`config.mk`:
```
export PLATFORM = sky130hd
export DESIGN_NAME = add_mul_result_acc_flat
export DESIGN_NICKNAME = d
export VERILOG_FILES = /design/src/rtl/add_mul_result_acc_if.sv /design/src/rtl/add_mul_result_acc.sv /design/src/flat_wrapper.sv
export SDC_FILE = /design/constraint.sdc
export NUM_CORES = 1
export LEC_CHECK = 0
export BUFFER_PORTS_ARGS = -buffer_cell sky130_fd_sc_hd__buf_4
export CAP_MARGIN = 15
export CORE_ASPECT_RATIO = 0.5
export CORE_UTILIZATION = 30
export DETAILED_ROUTE_END_ITERATION = 10
export GPL_TIMING_DRIVEN = 0
export RECOVER_POWER = 25
export SLEW_MARGIN = 15
export SYNTH_ARGS = -nofsm -noshare
export SYNTH_HDL_FRONTEND = slang
export SYNTH_SLANG_ARGS = --single-unit
```
`constraint.sdc`:
```
create_clock -name clk -period 3.2 [get_ports clk]
set_input_delay 0.64 -clock clk [delete_from_list [all_inputs] [get_ports clk]]
set_output_delay 0.64 -clock clk [all_outputs]
set_load 0.005 [all_outputs]
```
`src/rtl/add_mul_result_acc_if.sv`:
```
// add_mul_result_acc_if: result-in / group-sum-out handshake bundle for add_mul_result_acc
interface add_mul_result_acc_if #(parameter int ACC_W = 10);
  logic             in_valid;
  logic             in_ready;
  logic [7:0]       in_result;
  logic             in_operation;
  logic             out_valid;
  logic             out_ready;
  logic [ACC_W-1:0] out_data;
  logic             out_mode;
  logic [7:0]       out_count;
  logic             out_overflow;
  modport master (
    output in_valid, in_result, in_operation, out_ready,
    input  in_ready, out_valid, out_data, out_mode, out_count, out_overflow
  );
  modport slave (
    input  in_valid, in_result, in_operation, out_ready,
    output in_ready, out_valid, out_data, out_mode, out_count, out_overflow
  );
endinterface

```
`src/rtl/add_mul_result_acc.sv`:
```
// add_mul_result_acc: FIFO-buffered grouping of same-mode add/mul results into saturating sums
module add_mul_result_acc #(
  parameter int DEPTH = 4,
  parameter int GROUP = 4,
  parameter int ACC_W = 10
) (
  input logic clk,
  input logic rst_n,
  input logic clear,
  add_mul_result_acc_if.slave io
);
  localparam int AW = $clog2(DEPTH);
  typedef enum logic [1:0] {IDLE, ACC, EMIT} state_t;
  logic [8:0]       mem_q [DEPTH];
  logic [AW-1:0]    wr_q, wr_d, rd_q, rd_d;
  logic [AW:0]      fcnt_q, fcnt_d;
  logic             rdy_q, rdy_d;
  logic             push, pop, head_v;
  logic [8:0]       head;
  state_t           state_q, state_d;
  logic [ACC_W-1:0] acc_q, acc_d;
  logic [7:0]       cnt_q, cnt_d;
  logic             mode_q, mode_d, ovf_q, ovf_d;
  logic [ACC_W:0]   sum;
  logic             out_valid_q, out_valid_d, out_mode_q, out_mode_d, out_ovf_q, out_ovf_d;
  logic [ACC_W-1:0] out_data_q, out_data_d;
  logic [7:0]       out_count_q, out_count_d;
  logic             load;
  assign head   = mem_q[rd_q];
  assign head_v = fcnt_q != '0;
  assign push   = io.in_valid & rdy_q & ~clear;
  assign sum    = {1'b0, acc_q} + (ACC_W+1)'(head[7:0]);
  always_comb begin
    state_d = state_q;
    acc_d   = acc_q;
    cnt_d   = cnt_q;
    mode_d  = mode_q;
    ovf_d   = ovf_q;
    pop     = 1'b0;
    case (state_q)
      IDLE: if (head_v) begin
        pop     = 1'b1;
        acc_d   = ACC_W'(head[7:0]);
        cnt_d   = 8'd1;
        mode_d  = head[8];
        ovf_d   = 1'b0;
        state_d = (GROUP == 1) ? EMIT : ACC;
      end
      ACC: if (head_v) begin
        // a mode change closes the group early; the mismatching item stays queued
        if (head[8] == mode_q) begin
          pop     = 1'b1;
          acc_d   = sum[ACC_W] ? '1 : sum[ACC_W-1:0];
          ovf_d   = ovf_q | sum[ACC_W];
          cnt_d   = cnt_q + 8'd1;
          state_d = (cnt_d == 8'(GROUP)) ? EMIT : ACC;
        end else state_d = EMIT;
      end
      default: if (io.out_ready) begin
        state_d = IDLE;
        acc_d   = '0;
        cnt_d   = '0;
        ovf_d   = 1'b0;
      end
    endcase
    if (clear) begin
      state_d = IDLE;
      acc_d   = '0;
      cnt_d   = '0;
      ovf_d   = 1'b0;
      pop     = 1'b0;
    end
  end
  always_comb begin
    wr_d   = clear ? '0 : push ? wr_q + 1'b1 : wr_q;
    rd_d   = clear ? '0 : pop  ? rd_q + 1'b1 : rd_q;
    fcnt_d = clear ? '0 : fcnt_q + (AW+1)'(push) - (AW+1)'(pop);
    rdy_d  = fcnt_d != (AW+1)'(DEPTH);
  end
  // output bundle is captured once on entry to EMIT so it holds under backpressure
  assign load = (state_d == EMIT) && (state_q != EMIT);
  always_comb begin
    out_valid_d = state_d == EMIT;
    out_data_d  = load ? acc_d  : out_data_q;
    out_mode_d  = load ? mode_d : out_mode_q;
    out_count_d = load ? cnt_d  : out_count_q;
    out_ovf_d   = load ? ovf_d  : out_ovf_q;
  end
  always_ff @(posedge clk)
    if (push) mem_q[wr_q] <= {io.in_operation, io.in_result};
  always_ff @(posedge clk or negedge rst_n)
    if (!rst_n) begin
      wr_q        <= '0;
      rd_q        <= '0;
      fcnt_q      <= '0;
      rdy_q       <= 1'b0;
      state_q     <= IDLE;
      acc_q       <= '0;
      cnt_q       <= '0;
      mode_q      <= 1'b0;
      ovf_q       <= 1'b0;
      out_valid_q <= 1'b0;
      out_data_q  <= '0;
      out_mode_q  <= 1'b0;
      out_count_q <= '0;
      out_ovf_q   <= 1'b0;
    end else begin
      wr_q        <= wr_d;
      rd_q        <= rd_d;
      fcnt_q      <= fcnt_d;
      rdy_q       <= rdy_d;
      state_q     <= state_d;
      acc_q       <= acc_d;
      cnt_q       <= cnt_d;
      mode_q      <= mode_d;
      ovf_q       <= ovf_d;
      out_valid_q <= out_valid_d;
      out_data_q  <= out_data_d;
      out_mode_q  <= out_mode_d;
      out_count_q <= out_count_d;
      out_ovf_q   <= out_ovf_d;
    end
  assign io.in_ready     = rdy_q;
  assign io.out_valid    = out_valid_q;
  assign io.out_data     = out_data_q;
  assign io.out_mode     = out_mode_q;
  assign io.out_count    = out_count_q;
  assign io.out_overflow = out_ovf_q;
endmodule

```
`src/flat_wrapper.sv`:
```
// flat-port wrapper written by rule: the top's interface ports become plain ports
module add_mul_result_acc_flat 
#(
  parameter int DEPTH = 4,
  parameter int GROUP = 4,
  parameter int ACC_W = 10
)
  (clk, rst_n, clear, io_in_valid, io_in_result, io_in_operation, io_out_ready, io_in_ready, io_out_valid, io_out_data, io_out_mode, io_out_count, io_out_overflow);
  add_mul_result_acc_if #(.ACC_W(ACC_W)) io_i ();
  input logic clk;
  input logic rst_n;
  input logic clear;
  input wire logic [$bits(io_i.in_valid)-1:0] io_in_valid;
  input wire logic [$bits(io_i.in_result)-1:0] io_in_result;
  input wire logic [$bits(io_i.in_operation)-1:0] io_in_operation;
  input wire logic [$bits(io_i.out_ready)-1:0] io_out_ready;
  output wire logic [$bits(io_i.in_ready)-1:0] io_in_ready;
  output wire logic [$bits(io_i.out_valid)-1:0] io_out_valid;
  output wire logic [$bits(io_i.out_data)-1:0] io_out_data;
  output wire logic [$bits(io_i.out_mode)-1:0] io_out_mode;
  output wire logic [$bits(io_i.out_count)-1:0] io_out_count;
  output wire logic [$bits(io_i.out_overflow)-1:0] io_out_overflow;
  assign io_i.in_valid = io_in_valid;
  assign io_i.in_result = io_in_result;
  assign io_i.in_operation = io_in_operation;
  assign io_i.out_ready = io_out_ready;
  assign io_in_ready = io_i.in_ready;
  assign io_out_valid = io_i.out_valid;
  assign io_out_data = io_i.out_data;
  assign io_out_mode = io_i.out_mode;
  assign io_out_count = io_i.out_count;
  assign io_out_overflow = io_i.out_overflow;
  add_mul_result_acc #(.DEPTH(DEPTH), .GROUP(GROUP), .ACC_W(ACC_W)) u_core (.clk(clk), .rst_n(rst_n), .clear(clear), .io(io_i));
endmodule
```
# Word-level counts from Yosys, hierarchy flattened
# Memory sizes are Yosys's and may differ from the RTL's.
# Index checks and enable logic that the tools add are counted.
[word_totals]
memories = 1
out_inout_bits = 22
input_bits = 14
regBits = 51
ramBits = 36
[mem_list]
columns = ["name", "depth", "word_bits", "rd", "rd_clocked_by_memory_dff", "wr", "line", "source"]
rows = [
  ["u_core.mem_q", 4, 9, 1, 0, 1, "add_mul_result_acc.sv:14", "logic [8:0] mem_q [DEPTH];"],
]
[classes]
reduce_logical = 5
mux = 40
bitwise = 4
eq_ne = 6
n_addsub = 6
[ops]
columns = ["cell", "count"]
rows = [
  ["2-to-1 mux 10 bit", 6],
  ["2-to-1 mux 8 bit", 5],
  ["2-to-1 mux 2 bit", 10],
  ["one-hot mux 10 bit (2 select lines)", 1],
  ["one-hot mux 8 bit (2 select lines)", 1],
  ["2-to-1 mux 1 bit", 13],
  ["adder 10 x 8 -> 11 bit", 1],
  ["adder 8 x 1 -> 8 bit (second input constant)", 1],
  ["== test 8 x 3 -> 1 bit (second input constant)", 1],
  ["adder 2 x 1 -> 2 bit (second input constant)", 2],
  ["one-hot mux 1 bit (2 select lines)", 2],
  ["one-hot mux 2 bit (2 select lines)", 1],
  ["nonzero test 2 bit", 2],
  ["adder 3 x 1 -> 3 bit", 1],
  ["2-to-1 mux 3 bit", 1],
  ["inequality test 3 bit (second input constant)", 1],
  ["nonzero test 3 bit", 1],
  ["subtractor 3 x 1 -> 3 bit", 1],
  ["bitwise AND 1 bit", 2],
  ["== test 2 x 1 -> 1 bit (second input constant)", 1],
  ["== test 2 bit (second input constant)", 1],
  ["logical NOT 2 bit", 1],
  ["inequality test 2 bit (second input constant)", 1],
  ["== test 1 bit", 1],
  ["other kinds (3)", 3],
]

# Depth between registers and ports, before layout
# Gate-level depths: netlist of the first run.
[depth]
ltp_word = 9
ltp_mapped = 15
ltp_nobuf = 13

# Worst setup path after synthesis of the first run
# Ideal clock, no wire load.
[synth_path]
kind = "flip-flop to flip-flop"
start = "register u_core.rd_q[0]"
end = "register u_core.rdy_q, in the netlist u_core.io.in_ready"
synth_period_minus_slack_ps = 2946
setup_ps = 127
setup_slack_ps = 254
arrival_time_ps = 2819
stages_incl_launch_ff = 14
path_buffers = 0
path_cell_list = "dfrtp_1 > mux4_2 > xor2_2 > a21oi_2 > nor2b_1 > ha_1 > inv_1 > ha_1 > inv_1 > fa_1 > xor2_1 > xnor2_1 > nor2_1 > nand3b_1"
[synth_between]
elab_chain_len = 9
[synth_lines]
columns = ["item", "line", "source"]
rows = [
  ["from (decl)", "add_mul_result_acc.sv:15", "logic [AW-1:0] wr_q, wr_d, rd_q, rd_d;"],
  ["from (signal assigned)", "add_mul_result_acc.sv:109", "rd_q <= rd_d;"],
  ["memory (4 x 9 bit)", "-", ""],
  ["== test 1 bit", "add_mul_result_acc.sv:51", "if (head[8] == mode_q) begin"],
  ["2-to-1 mux 1 bit", "add_mul_result_acc.sv:51", ""],
  ["2-to-1 mux 1 bit", "add_mul_result_acc.sv:49", "ACC: if (head_v) begin"],
  ["one-hot mux 1 bit (2 select lines)", "add_mul_result_acc.sv:40", "case (state_q)"],
  ["2-to-1 mux 1 bit", "add_mul_result_acc.sv:66", "if (clear) begin"],
  ["subtractor 3 x 1 -> 3 bit", "add_mul_result_acc.sv:77", "fcnt_d = clear ? '0 : fcnt_q + (AW+1)'(push) - (AW+1)'(pop);"],
  ["2-to-1 mux 3 bit", "add_mul_result_acc.sv:77", ""],
  ["named net u_core.fcnt_d[2]", "add_mul_result_acc.sv:16", "logic [AW:0] fcnt_q, fcnt_d;"],
  ["inequality test 3 bit", "add_mul_result_acc.sv:78", "rdy_d = fcnt_d != (AW+1)'(DEPTH);"],
  ["named net u_core.rdy_d", "add_mul_result_acc.sv:17", "logic rdy_q, rdy_d;"],
  ["to (signal assigned)", "add_mul_result_acc.sv:111", "rdy_q <= rdy_d;"],
  ["to (decl)", "add_mul_result_acc.sv:17", ""],
]
# The timed path passes the listed nets, and every way through them passes these cells.
# A chain may end at the register's enable or synchronous reset.

# Final worst setup path of the first run
# Same ends and word-level chain as after synthesis.

==> results.cfg, run 1 <==
[synth]
syn_area_per_cell_sq_um = 11.9
ys_ff_latch = 87
syn_area_sq_mm = 0.00442
synth_edf_count = 36
synth_nets = 401
yosysUniqueCellTypes = 62
syn_inst = 370
ys.flop_type = dfrtp_1
yosys_warnings = 0
seq_area_frac_synth = 0.534
synth_async_sr_flop_share = 0.586

[setup_path]
cp-start-kind = flip-flop
cp-end-kind = flip-flop
crit_type = flip-flop to flip-flop
required_ns = 3.42
crit_fanout = 4
r2r_slack_ns = 0.12
cp.arrival_ns = 3.30

[job]
maxCapViolations = 0

[clock_tree]
root_buffer = clkbuf_16
htree_num_levels = 3
ctsLongestPathBuffers = 2
cts_sinks = 87
cts_tree = done
clk_pin_slew_ns = 0.07
cts_made_buffers = 9
insertion_delay_ns = 0.35

[placement]
dp_hpwl_mm = 7.36
io_buffers = 35
place.gp.congestion = 0.878
placed_area_sq_mm = 0.00492

[floorplan]
io_pins = 36
dieArea_sq_mm = 0.0152
dieWidth_um = 174
fp.dieH_um = 87.8
start_util = 0.316
core_sq_mm = 0.0140
rows = 30

[grt]
antenna_found_initial = 0
grt-ovfl-total = 0
grt_pass1_vias = 2994
grt_pass1_wl_mm = 16.6
track_usage = 0.144
grt_max_degree = 52

[pwr]
clock_power_share = 0.221
p_sw_mw = 2.01
p_per_area_mw_per_mm2 = 936
vdd_drop_max_uv = 319
p_int_mw = 2.94
comb_power_share = 0.472
switching_share = 0.405
seqPwrFrac = 0.307
p_leak_nw = 2.06

[finish]
final_area_sq_mm = 0.00529
utilization = 0.379
diodes = 0
syn_to_final_growth_pct = 19.7
layout-drive-gt1-share = 0.199
fillers = 1356
fin_nets = 449

[route]
viasPerCell = 5.15
ant_nets = 0
drtIter0Drc = 191
first_pass_iters = 5
route.vias.total = 3168
route.detailed.drc = 0
routedWlPerCell_um = 17.2
routed_wirelength_mm = 10.6

[timing]
worstMarginPinSlew_ns = 1.29
max_slew_margin = 0.141
setup_viol = 0
hold_viol = 0
fin_crit_sh = 0.963
slew_viol_final = 0
grt_setup_unrepaired = true
hold_ws_ns = 0.483
final.setup.tns_ns = 0
finalCriticalPeriod_ns = 3.08
max_freq_mhz = 325
clock_skew_ns = 0.0104

[outcome]
status = finished clean

[worst_hold_path]
hold_class = flip-flop to flip-flop
==> power groups by stage <==
stage | combinational (mW) | sequential, mW | clock (mW)
detailed placement | 2.18 | 1.53 | 0
CTS | 2.22 | 1.52 | 1.12
global placement | 2.16 | 1.52 | 0
finish | 2.34 | 1.52 | 1.09
global route | 2.55 | 1.55 | 1.17
floorplan | 1.56 | 1.51 | 0
==> sequential cells by signal (all words and copies together) (netlist names) <==
name	cells
u_core.io.out_valid	1
u_core.wr_q	2
u_core.state_q	2
u_core.io.out_count	8
u_core.ovf_q	1
u_core.fcnt_q	3
u_core.mode_q	1
u_core.io.out_overflow	1
u_core.mem_q	36
u_core.acc_q	10
u_core.io.out_data	10
u_core.cnt_q	8
u_core.io.out_mode	1
u_core.rd_q	2
u_core.io.in_ready	1
==> layer usage <==
layer  GRT usage  part of all wire
met1       0.196              0.49
met2       0.223              0.45
met3      0.0417             0.052
met4      0.0478            0.0090
met5           0                 0
==> cell usage after synthesis (all sizes together), types with 5 or more instances <==
library cell,count,area share
a31oi,14,0.020
clkbuf,11,0.0094
and2,5,0.0071
nand2,21,0.018
nor3,6,0.0091
o211ai,5,0.0085
inv,8,0.0068
a21oi,21,0.025
dfrtp,51,0.29
o221ai,8,0.016
nand3,14,0.017
nor2,32,0.029
mux2i,5,0.011
nand2b,5,0.0071
edfxtp,36,0.24
xnor2,7,0.018
buf,10,0.014
o21ai,16,0.018
ha,15,0.043
o22a,6,0.012
mux4,9,0.046
==> cell type report <==
| type | instances | area (sq um) | share of cell area |
|---|---|---|---|
| flip-flops and latches | 87 | 2360 | 0.446 |
| clock buffers | 9 | 225 | 0.0426 |
| clock inverters | 7 | 83.8 | 0.0159 |
| multi-input cells | 254 | 1980 | 0.375 |
| repair buffers | 38 | 249 | 0.0471 |
| plain buffers | 20 | 118 | 0.0222 |
| well taps | 192 | 240 | 0.0454 |
| inverters | 8 | 30.0 | 0.00568 |
==> cell families after synthesis <==
kind of cell,count (synthesis),synth area share
buffers and inverters,29,0.0306
AND/OR/NAND/NOR,110,0.131
XOR/XNOR,11,0.0278
AO/OA/AOI/OAI,98,0.157
adder cells (fa/ha/maj),17,0.0516
flip-flops,87,0.534
multiplexers,18,0.0674
==> worst paths after layout <==
| kind | cells after the start | to | startpoint |
|---|---|---|---|
| worst min-delay path | 2 | u_core.io.out_count[1] | u_core.io.out_count[1] |
| worst max register to register | 13 | u_core.io.in_ready | u_core.rd_q[0] |
| max in group asynchronous | 1 | u_core.fcnt_q[1] | rst_n |
| min in group asynchronous | 1 | u_core.wr_q[1] | rst_n |
| worst max-delay path | 13 | u_core.io.in_ready | u_core.rd_q[0] |
| worst min register to register | 2 | u_core.io.out_count[1] | u_core.io.out_count[1] |
==> what timing repair did <==
action	CTS	global route
setup buffers	1	2
gates resized for setup	4	9
setup endpoints to repair	11	18
pin swaps	0	2
hold buffers	0	0
==> critical path, cell delays in order (launching register included) <==
cell and delay [ns]:
dfrtp_1 0.40, mux4_2 0.59, xor2_4 0.19, a21oi_4 0.20, nor2b_1 0.17, ha_1 0.24, inv_1 0.06, ha_1 0.14
inv_1 0.05, fa_1 0.38, xor2_1 0.16, xnor2_1 0.12, nor2_1 0.16, nand3b_1 0.11
==> stage by stage <==
stage / worst slack (ns) / std cells / total power [mW]
2_1_floorplan: 0.254 / 370 / 3.07
3_3_place_gp: -0.0310 / 597 / 3.69
3_5_place_dp: -0.0486 / 597 / 3.72
4_1_cts: 0.0388 / 614 / 4.86
5_1_grt: -0.0250 / 615 / 5.26
6_report: 0.119 / 615 / 4.95
==> cell usage in the layout (no fill, tap or decap), types with 5 or more instances in the layout <==
cell / instances
ha_1: 15
nand3_1: 13
clkbuf_1: 18
nand2b_1: 5
nand2_1: 20
mux4_2: 9
o22a_1: 6
clkbuf_16: 9
nor2_1: 31
inv_1: 8
dfrtp_1: 50
o211ai_1: 5
xnor2_1: 6
mux2i_1: 5
edfxtp_1: 36
a21oi_1: 20
o21ai_1: 12
buf_4: 29
a31oi_1: 14
and2_1: 5
o221ai_1: 8
(Power assumes the default switching activity.)
==> run 2, diff against run 1 <==
==> constraint.sdc (replaced) <==
create_clock -name clk -period 2.89 [get_ports clk]
set_input_delay 0.578 -clock clk [delete_from_list [all_inputs] [get_ports clk]]
set_output_delay 0.578 -clock clk [all_outputs]
set_load 0.005 [all_outputs]
==> run 2 against run 1 <==
The flow now finishes with violations (negative setup slack). Core utilization increased by 0.79 points. Cell area increased by 2.1%. Clock skew decreased by 0.0027 ns. Critical path type unchanged. Critical endpoint unchanged. Largest cell class unchanged.
==> results.cfg, run 2 (synthesis results as in run 1) <==
[pwr]
vdd_drop_max_uv = 390
comb_power_share = 0.496
seqPwrFrac = 0.305
p_sw_mw = 2.24
switching_share = 0.405
p_per_area_mw_per_mm2 = 1030
clock_power_share = 0.199
p_leak_nw = 2.07
p_int_mw = 3.29

[route]
route.detailed.drc = 0
drt-met1-wl_mm = 5.16
routed_wirelength_mm = 10.5
wl_met3_um = 555
viasPerCell = 5.14
routedWlPerCell_um = 17.0
routed.top_layer = met4
drtIter0Drc = 167
met2_length_mm = 4.65
first_pass_iters = 4
route.vias.total = 3174
ant_nets = 0

[finish]
final_area_sq_mm = 0.00540
diodes = 0
layout_commonest_cell = dfrtp_1
largest_reg_flops = 36
fin_nets = 452
syn_to_final_growth_pct = 22.2
final_cell_mix = 50 x dfrtp_1, 36 x edfxtp_1, 32 x buf_4
layout-drive-gt1-share = 0.239
fillers = 1365
regMostFlops = u_core.mem_q

[outcome]
violations = negative setup slack
status = finished, violations left

[setup_path]
required_ns = 3.11
crit_type = flip-flop to flip-flop
cp.arrival_ns = 3.13
max_stage_delay_ns = 0.58
cp-start-kind = flip-flop
crit_fanout = 3
critical-path-slowest-cell = mux4_2
cp-end-kind = flip-flop
path_cells = mux4_2 > xor2_4 > a21oi_4 > nor2b_4 > ha_4 > inv_2 > ha_4 > inv_2 > fa_2 > xor2_1 > xnor2_1 > nor2_1 > nand3b_1

[floorplan]
core_sq_mm = 0.0140
io_pins = 36
dieArea_sq_mm = 0.0152
dieWidth_um = 174
rows = 30
start_util = 0.316
fp.dieH_um = 87.8

[worst_hold_path]
hold_class = flip-flop to flip-flop

[timing]
hold_ws_ns = 0.486
fin_crit_sh = 1.01
worstMarginPinSlew_ns = 1.31
slew_viol_final = 0
clock_skew_ns = 0.00764
max_slew_margin = 0.126
max_freq_mhz = 344
hold_viol = 0
finalWorstSetupSlack_ns = -0.0181
finalCriticalPeriod_ns = 2.91
grt_setup_unrepaired = true
setup_viol = 1

[clock_tree]
cts_sinks = 87
cts_hold_buf = 0
insertion_delay_ns = 0.34
cts_tree = done
ctsLongestPathBuffers = 2
htree_num_levels = 3
cts_made_buffers = 9
clk_pin_slew_ns = 0.06
root_buffer = clkbuf_16

[grt]
grt_pass1_wl_mm = 16.9
track_usage = 0.145
grt-ovfl-total = 0
grt_pass1_vias = 3007
antenna_found_initial = 0
grt_max_degree = 52

[placement]
place.gp.congestion = 0.893
placed_area_sq_mm = 0.00493
pre_cts_slack_ns = -0.354
io_buffers = 35
dp_hpwl_mm = 7.30

[job]
maxCapViolations = 0
run 2: final cells by class:
class,count,area [sq um],area share
sequential,87,2360,0.437
clock buffer,10,229,0.0424
multi-input combinational,254,2060,0.382
buffer,19,128,0.0236
tap,192,240,0.0445
inverter,8,30.0,0.00556
timing repair buffer,42,297,0.0550
clock inverter,6,53.8,0.00997
run 2: worst paths after layout:
| check | start | end | slack [ns] | depth (start not counted) |
|---|---|---|---|---|
| max in group asynchronous | rst_n | u_core.rd_q[0] | 1.49 | 1 |
| hold / removal | u_core.io.out_count[7] | u_core.io.out_count[7] | 0.49 | 2 |
| min in group asynchronous | rst_n | u_core.io.in_ready | 0.52 | 1 |
| setup / recovery | u_core.rd_q[0] | u_core.io.in_ready | -0.02 | 13 |
| setup reg to reg | u_core.rd_q[0] | u_core.io.in_ready | -0.02 | 13 |
| hold reg to reg | u_core.io.out_count[7] | u_core.io.out_count[7] | 0.49 | 2 |
run 2: per-stage QoR:
step | utilization | setup TNS (ns) | instances | power [mW]
4_1_cts | 0.380 | -0.0734 | 614 | 5.41
3_5_place_dp | 0.353 | -5.28 | 597 | 4.13
6_report | 0.386 | -0.0181 | 618 | 5.53
3_3_place_gp | 0.353 | -4.96 | 597 | 4.10
5_1_grt | 0.386 | -0.139 | 618 | 5.89
2_1_floorplan | - | 0 | 370 | 3.42
run 2: power groups by stage:
stage	combinational, mW	clock [mW]	sequential, mW
finish	2.75	1.10	1.69
global placement	2.41	0	1.69
CTS	2.60	1.13	1.68
floorplan	1.75	0	1.67
detailed placement	2.43	0	1.70
global route	2.99	1.18	1.72
run 2: timing repair:
item,CTS,global route
endpoints found under the setup margin,25,19
hold endpoints to repair,0,0
cloned,0,1
pin swaps,2,6
gates resized for setup,14,18
buffers inserted,3,3
run 2: worst max-delay path, delay by kind of cell, from the launching register on:
family                   cells  cell delay (ns)
AND/OR/NAND/NOR              3             0.40
AO/OA/AOI/OAI                1             0.15
adder cells (fa/ha/maj)      3             0.68
XOR/XNOR                     3             0.47
flip-flops                   1             0.41
multiplexers                 1             0.58
buffers and inverters        2             0.10
run 2: metal layers:
layer,vias to the layer above,track usage
li1,1508,-
met1,1580,0.203
met2,77,0.221
met3,9,0.0408
met4,0,0.0399
met5,-,0
